<file path="config.mk">
export PLATFORM = sky130hd
export DESIGN_NAME = alu_seq
export DESIGN_NICKNAME = d
export VERILOG_FILES = /design/src/rtl/alu_seq.sv
export SDC_FILE = /design/constraint.sdc
export NUM_CORES = 1
export LEC_CHECK = 0
export CAP_MARGIN = 20
export CORE_AREA = 2 2 107 109
export CTS_BUF_LIST = sky130_fd_sc_hd__clkbuf_4
export CTS_CLUSTER_SIZE = 30
export DETAILED_ROUTE_END_ITERATION = 10
export DIE_AREA = 0 0 109 111
export GPL_ROUTABILITY_DRIVEN = 0
export SLEW_MARGIN = 20
export SYNTH_ARGS = -nofsm -noshare
export SYNTH_HDL_FRONTEND = slang
export SYNTH_SLANG_ARGS = --single-unit
export TNS_END_PERCENT = 10
</file>
<file path="constraint.sdc">
create_clock -name clk -period 9.4 [get_ports clk]
set_input_delay 2.35 -clock clk [delete_from_list [all_inputs] [get_ports clk]]
set_output_delay 2.35 -clock clk [all_outputs]
set_load 0.03 [all_outputs]
</file>
<file path="src/rtl/alu_seq.sv">
// alu_seq: handshaked ALU with registered result and {Z,N,C,V} flags.
// Define ALU_SEQ_MULDIV_EN to build the iterative MULLO/MULHI/DIVU datapath.
module alu_seq #(
  parameter int WIDTH = 8,
  localparam int SHW = $clog2(WIDTH)
) (
  input  logic             clk,
  input  logic             rst_n,
  input  logic             in_valid,
  output logic             in_ready,
  input  logic [WIDTH-1:0] in0,
  input  logic [WIDTH-1:0] in1,
  input  logic [3:0]       select,
  input  logic [SHW-1:0]   rotate,
  output logic             out_valid,
  input  logic             out_ready,
  output logic [WIDTH-1:0] out,
  output logic [3:0]       flags
);

  localparam int M = WIDTH - 1;

  localparam logic [1:0] IDLE = 2'd0;
`ifdef ALU_SEQ_MULDIV_EN
  localparam logic [1:0] EXEC = 2'd1;
`endif
  localparam logic [1:0] EVAL = 2'd2;
  localparam logic [1:0] DONE = 2'd3;

  logic [1:0]       state_q, state_d;
  logic [WIDTH-1:0] a_q, b_q, out_q;
  logic [3:0]       op_q, flags_q;
  logic [SHW-1:0]   rot_q;

  logic [WIDTH-1:0] b_op, res;
  logic [WIDTH:0]   sum_add, sum_sub, shl, shr;
  logic [SHW:0]     inv;
  logic             c_d, v_d;
  logic [3:0]       flags_d;

`ifdef ALU_SEQ_MULDIV_EN
  logic [2*WIDTH-1:0] acc_q, acc_d, acc_init;
  logic [SHW-1:0]     cnt_q;
  logic [WIDTH:0]     part, rsh, diff;
`endif

  assign in_ready  = (state_q == IDLE);
  assign out_valid = (state_q == DONE);
  assign out       = out_q;
  assign flags     = flags_q;

  always_comb begin
    state_d = state_q;
    case (state_q)
      IDLE: begin
        if (in_valid) begin
          state_d = EVAL;
`ifdef ALU_SEQ_MULDIV_EN
          if (select >= 4'd13) state_d = EXEC;
`endif
        end
      end
`ifdef ALU_SEQ_MULDIV_EN
      EXEC: if (cnt_q == SHW'(WIDTH - 1)) state_d = EVAL;
`endif
      EVAL: state_d = DONE;
      default: if (out_ready) state_d = IDLE;
    endcase
  end

`ifdef ALU_SEQ_MULDIV_EN
  // Low half holds multiplier bits (mul) or dividend/quotient bits (div).
  always_comb begin
    acc_init = {{WIDTH{1'b0}}, (select == 4'd15) ? in0 : in1};
    part = {1'b0, acc_q[2*WIDTH-1:WIDTH]}
         + (acc_q[0] ? {1'b0, a_q} : '0);
    rsh  = {acc_q[2*WIDTH-1:WIDTH], acc_q[M]};
    diff = rsh - {1'b0, b_q};
    if (op_q == 4'd15) begin
      if (diff[WIDTH])
        acc_d = {rsh[M:0], acc_q[M-1:0], 1'b0};
      else
        acc_d = {diff[M:0], acc_q[M-1:0], 1'b1};
    end else begin
      acc_d = {part, acc_q[M:1]};
    end
  end
`endif

  always_comb begin
    b_op = b_q;
    if (op_q == 4'd7 || op_q == 4'd8) b_op = WIDTH'(1);
    sum_add = {1'b0, a_q} + {1'b0, b_op};
    sum_sub = {1'b0, a_q} - {1'b0, b_op};
    shl = {1'b0, a_q} << rot_q;
    shr = {a_q, 1'b0} >> rot_q;
    inv = (SHW + 1)'(WIDTH) - {1'b0, rot_q};
    res = '0;
    c_d = 1'b0;
    v_d = 1'b0;
    case (op_q)
      4'd0: res = a_q;
      4'd1: res = a_q & b_q;
      4'd2: res = a_q | b_q;
      4'd3: res = a_q ^ b_q;
      4'd4: res = ~a_q;
      4'd5, 4'd7: begin
        res = sum_add[M:0];
        c_d = sum_add[WIDTH];
        v_d = (a_q[M] == b_op[M]) && (res[M] != a_q[M]);
      end
      4'd6, 4'd8: begin
        res = sum_sub[M:0];
        c_d = sum_sub[WIDTH];
        v_d = (a_q[M] != b_op[M]) && (res[M] != a_q[M]);
      end
      4'd9: begin
        res = shl[M:0];
        c_d = shl[WIDTH];
      end
      4'd10: begin
        res = shr[WIDTH:1];
        c_d = shr[0];
      end
      4'd11: res = (a_q << rot_q) | (a_q >> inv);
      4'd12: res = (a_q >> rot_q) | (a_q << inv);
`ifdef ALU_SEQ_MULDIV_EN
      4'd13: begin
        res = acc_q[M:0];
        c_d = |acc_q[2*WIDTH-1:WIDTH];
        v_d = c_d;
      end
      4'd14: res = acc_q[2*WIDTH-1:WIDTH];
      4'd15: begin
        if (b_q == '0) begin
          res = '1;
          c_d = 1'b1;
        end else begin
          res = acc_q[M:0];
        end
      end
`endif
      // Unsupported multi-cycle ops report zero with carry set.
      default: begin
        res = '0;
        c_d = 1'b1;
      end
    endcase
    flags_d = {(res == '0), res[M], c_d, v_d};
  end

  always_ff @(posedge clk or negedge rst_n) begin
    if (!rst_n) begin
      state_q <= IDLE;
      a_q     <= '0;
      b_q     <= '0;
      op_q    <= '0;
      rot_q   <= '0;
      out_q   <= '0;
      flags_q <= '0;
`ifdef ALU_SEQ_MULDIV_EN
      acc_q   <= '0;
      cnt_q   <= '0;
`endif
    end else begin
      state_q <= state_d;
      if (state_q == IDLE && in_valid) begin
        a_q   <= in0;
        b_q   <= in1;
        op_q  <= select;
        rot_q <= rotate;
`ifdef ALU_SEQ_MULDIV_EN
        acc_q <= acc_init;
        cnt_q <= '0;
`endif
      end
`ifdef ALU_SEQ_MULDIV_EN
      if (state_q == EXEC) begin
        acc_q <= acc_d;
        cnt_q <= cnt_q + SHW'(1);
      end
`endif
      if (state_q == EVAL) begin
        out_q   <= res;
        flags_q <= flags_d;
      end
    end
  end

endmodule
</file>
==> results.sh <==
export IMPL_antenna_found_initial=0
export IMPL_layout_drive_gt1_share_pct=6.03
export IMPL_r2r_start="op_q[0]"
export IMPL_rsz0062_at_grt="no"
export IMPL_die_area_um2=12100
export IMPL_fp_dieH_um=111
export IMPL_clk_latency_ns=0.35
export IMPL_fin_skew_ns=0.0154
export IMPL_vias=3872
export IMPL_synthTopCellsByArea="dfrtp_1 22%, ha_1 11%, o21ai_0 5.7%"
export IMPL_wl_per_cell_um=18.8
export IMPL_yosysMostFrequentCell="nand2_1"
export IMPL_pin_count=41
export IMPL_slew_headroom_pct=31.1
export IMPL_ys_seq_area_share_pct=22.2
export IMPL_post_cts_buffers=0
export IMPL_clk_pin_slew_ns=0.12
export IMPL_path_max_fanout=33
export IMPL_max_clock_freq_ghz=0.234
export IMPL_maxCapViolations=0
export IMPL_fin_nets=579
export IMPL_tightest_slew_ns=1.03
export IMPL_synth_seq_cells=36
export IMPL_die_x_um=109
export IMPL_drc_errors=0
export IMPL_finalSetupViolCount=0
export IMPL_num_rows=39
export IMPL_crit_type="register to register"
export IMPL_cts_root_buf="clkbuf_4"
export IMPL_slew_viol_final=0
export IMPL_crit_path_start="op_q[0]"
export IMPL_hold_viol_final=0
export IMPL_totalWireLength_um=12300
export IMPL_hpwlAfterDp_um=9220
export IMPL_min_period_over_period_pct=45.5
export IMPL_synthArstFlopShare_pct=100
export IMPL_hold_buffers=0
export IMPL_synth_edf_count=0
export IMPL_min_delay_start="flags[0]"
export IMPL_cts_buffer_depth=2
export IMPL_grt_max_degree=43
export IMPL_min_to="flags[0]"
export IMPL_cts_tree="yes"
export IMPL_grt_overflow=0
export IMPL_grt_use_total_pct=20.9
export IMPL_hp_class="register to register"
export IMPL_syn_nets=569
export IMPL_synth_largest_type_area_fraction_pct=22.2
export IMPL_reg2reg_to="flags[3]"
export IMPL_min_path_cells=2
export IMPL_final_antenna_net_count=0
export IMPL_synth_cells=504
export IMPL_grt_pass1_vias=3657
export IMPL_min_period_ns=4.28
export IMPL_cts_max_level=2
export IMPL_drt_iter0_drc=261
export IMPL_nFillCells=1125
export IMPL_r2r_slack_ns=5.12
export IMPL_yosysWarnings=0
export IMPL_synth_cell_types=63
export IMPL_port_buffers=40
export IMPL_grt_pass1_wl_um=19700
export IMPL_cts_buffers_inserted=5
export IMPL_cp_required_ns=9.65
export IMPL_cts_resized=0
export IMPL_cp_arrival_ns=4.52
export IMPL_area_growth_pct=11.0
export IMPL_firstDrtPassIters=5
export IMPL_ys_top_cells_by_count="57 x nand2_1, 46 x o21ai_0, 36 x dfrtp_1, 36 x ha_1, 36 x inv_1"
export IMPL_core_area_um2=11100
export IMPL_cts_sinks=36
export IMPL_reg2reg_depth=11
export IMPL_synth_area_um2=4060
export IMPL_diodes=0
export IMPL_crit_path_start_kind="register"
export IMPL_tns_ns=0
export IMPL_syn_area_per_cell_um2=8.06
export IMPL_yosys_area_top_type="dfrtp_1"
export IMPL_crit_path_end_kind="register"
export IMPL_viasPerCell=5.89
export IMPL_run_status="finished, final reports clean"
export IMPL_start_util_pct=36.7
export IMPL_ys_flop_type="dfrtp_1"
per-layer routing:
layer  vias to the layer above  track usage [%]  share of wire (%)
met5                         -                0                  0
met4                         0             8.38                3.8
met3                        37             2.29                5.5
met2                       167             33.1                 47
met1                      1826             28.7                 44
li1                       1842                -                  -
worst max-delay path by stage:
stage,slack (ns),cells past startpoint,end
6_report,5.12,11,flags[3]
5_1_grt,4.69,10,flags[3]
4_1_cts,5.19,10,flags[3]
3_5_place_dp,5.21,10,flags[2]
3_3_place_gp,5.45,11,flags[2]
2_1_floorplan,5.99,4,op_q[3]
through the flow:
step           util [%]  cells  hold slack [ns]  setup slack (ns)  cell area [um2]
5_1_grt            40.7    657            0.527              4.69             4510
3_5_place_dp       40.3    650            0.481              5.21             4460
2_1_floorplan         -    504            0.495              5.99             4060
4_1_cts            40.7    657            0.513              5.19             4510
6_report           40.7    657            0.503              5.12             4510
3_3_place_gp       40.3    650            0.473              5.45             4460
layout make-up:
type                    count  area (um2)  area share (%)
multi-input cells         393        2840            62.9
clock inverters             2        7.51           0.167
repair buffers             42         410            9.10
clock buffers               5        37.5           0.833
flip-flops and latches     36         901            20.0
inverters                  36         135            3.00
well taps                 143         179            3.97
worst max-delay path: stages (launching register included):
cell	delay, ns
dfrtp_1	0.76
and3b_1	0.50
a21oi_1	0.54
nand2_1	0.23
ha_1	0.34
nor2b_1	0.11
o21bai_1	0.09
o311ai_0	0.63
o22ai_1	0.29
a211oi_1	0.35
o211ai_1	0.13
o41ai_2	0.21
state kept, by name, indices dropped and copies added, names as in the netlist:
register,count
a_q,8
out,7
flags,4
rot_q,3
b_q,8
op_q,4
state_q,2
logic make-up (layout without fill, tap and decap cells):
group	count (synthesis)	in the layout	synth area share, %
buffers and inverters	75	85	7.95
xor gates and xnor gates	13	13	3.27
adders and majority gates	38	38	12.1
muxes	35	35	10.5
DFF	36	36	22.2
AOI/OAI and AO/OA	153	153	25.3
and+or+nand+nor	154	154	18.7
cell usage in the layout, fill, tap and decap left out, types with 7 or more instances in the layout:
cell and instances:
nor3_1 11, nor4_1 8, mux2i_1 19, nand2_1 57
nor2_1 26, o21ai_0 46, ha_1 36, nor2b_1 15
nand2b_1 10, a211oi_1 7, a21oi_1 30, xnor2_1 8
inv_1 36, clkdlybuf4s50_1 39, mux2_2 11, dfrtp_1 36
Power is not shown: default switching activity piles up to over one toggle a cycle in this logic, so the estimate is an artifact.
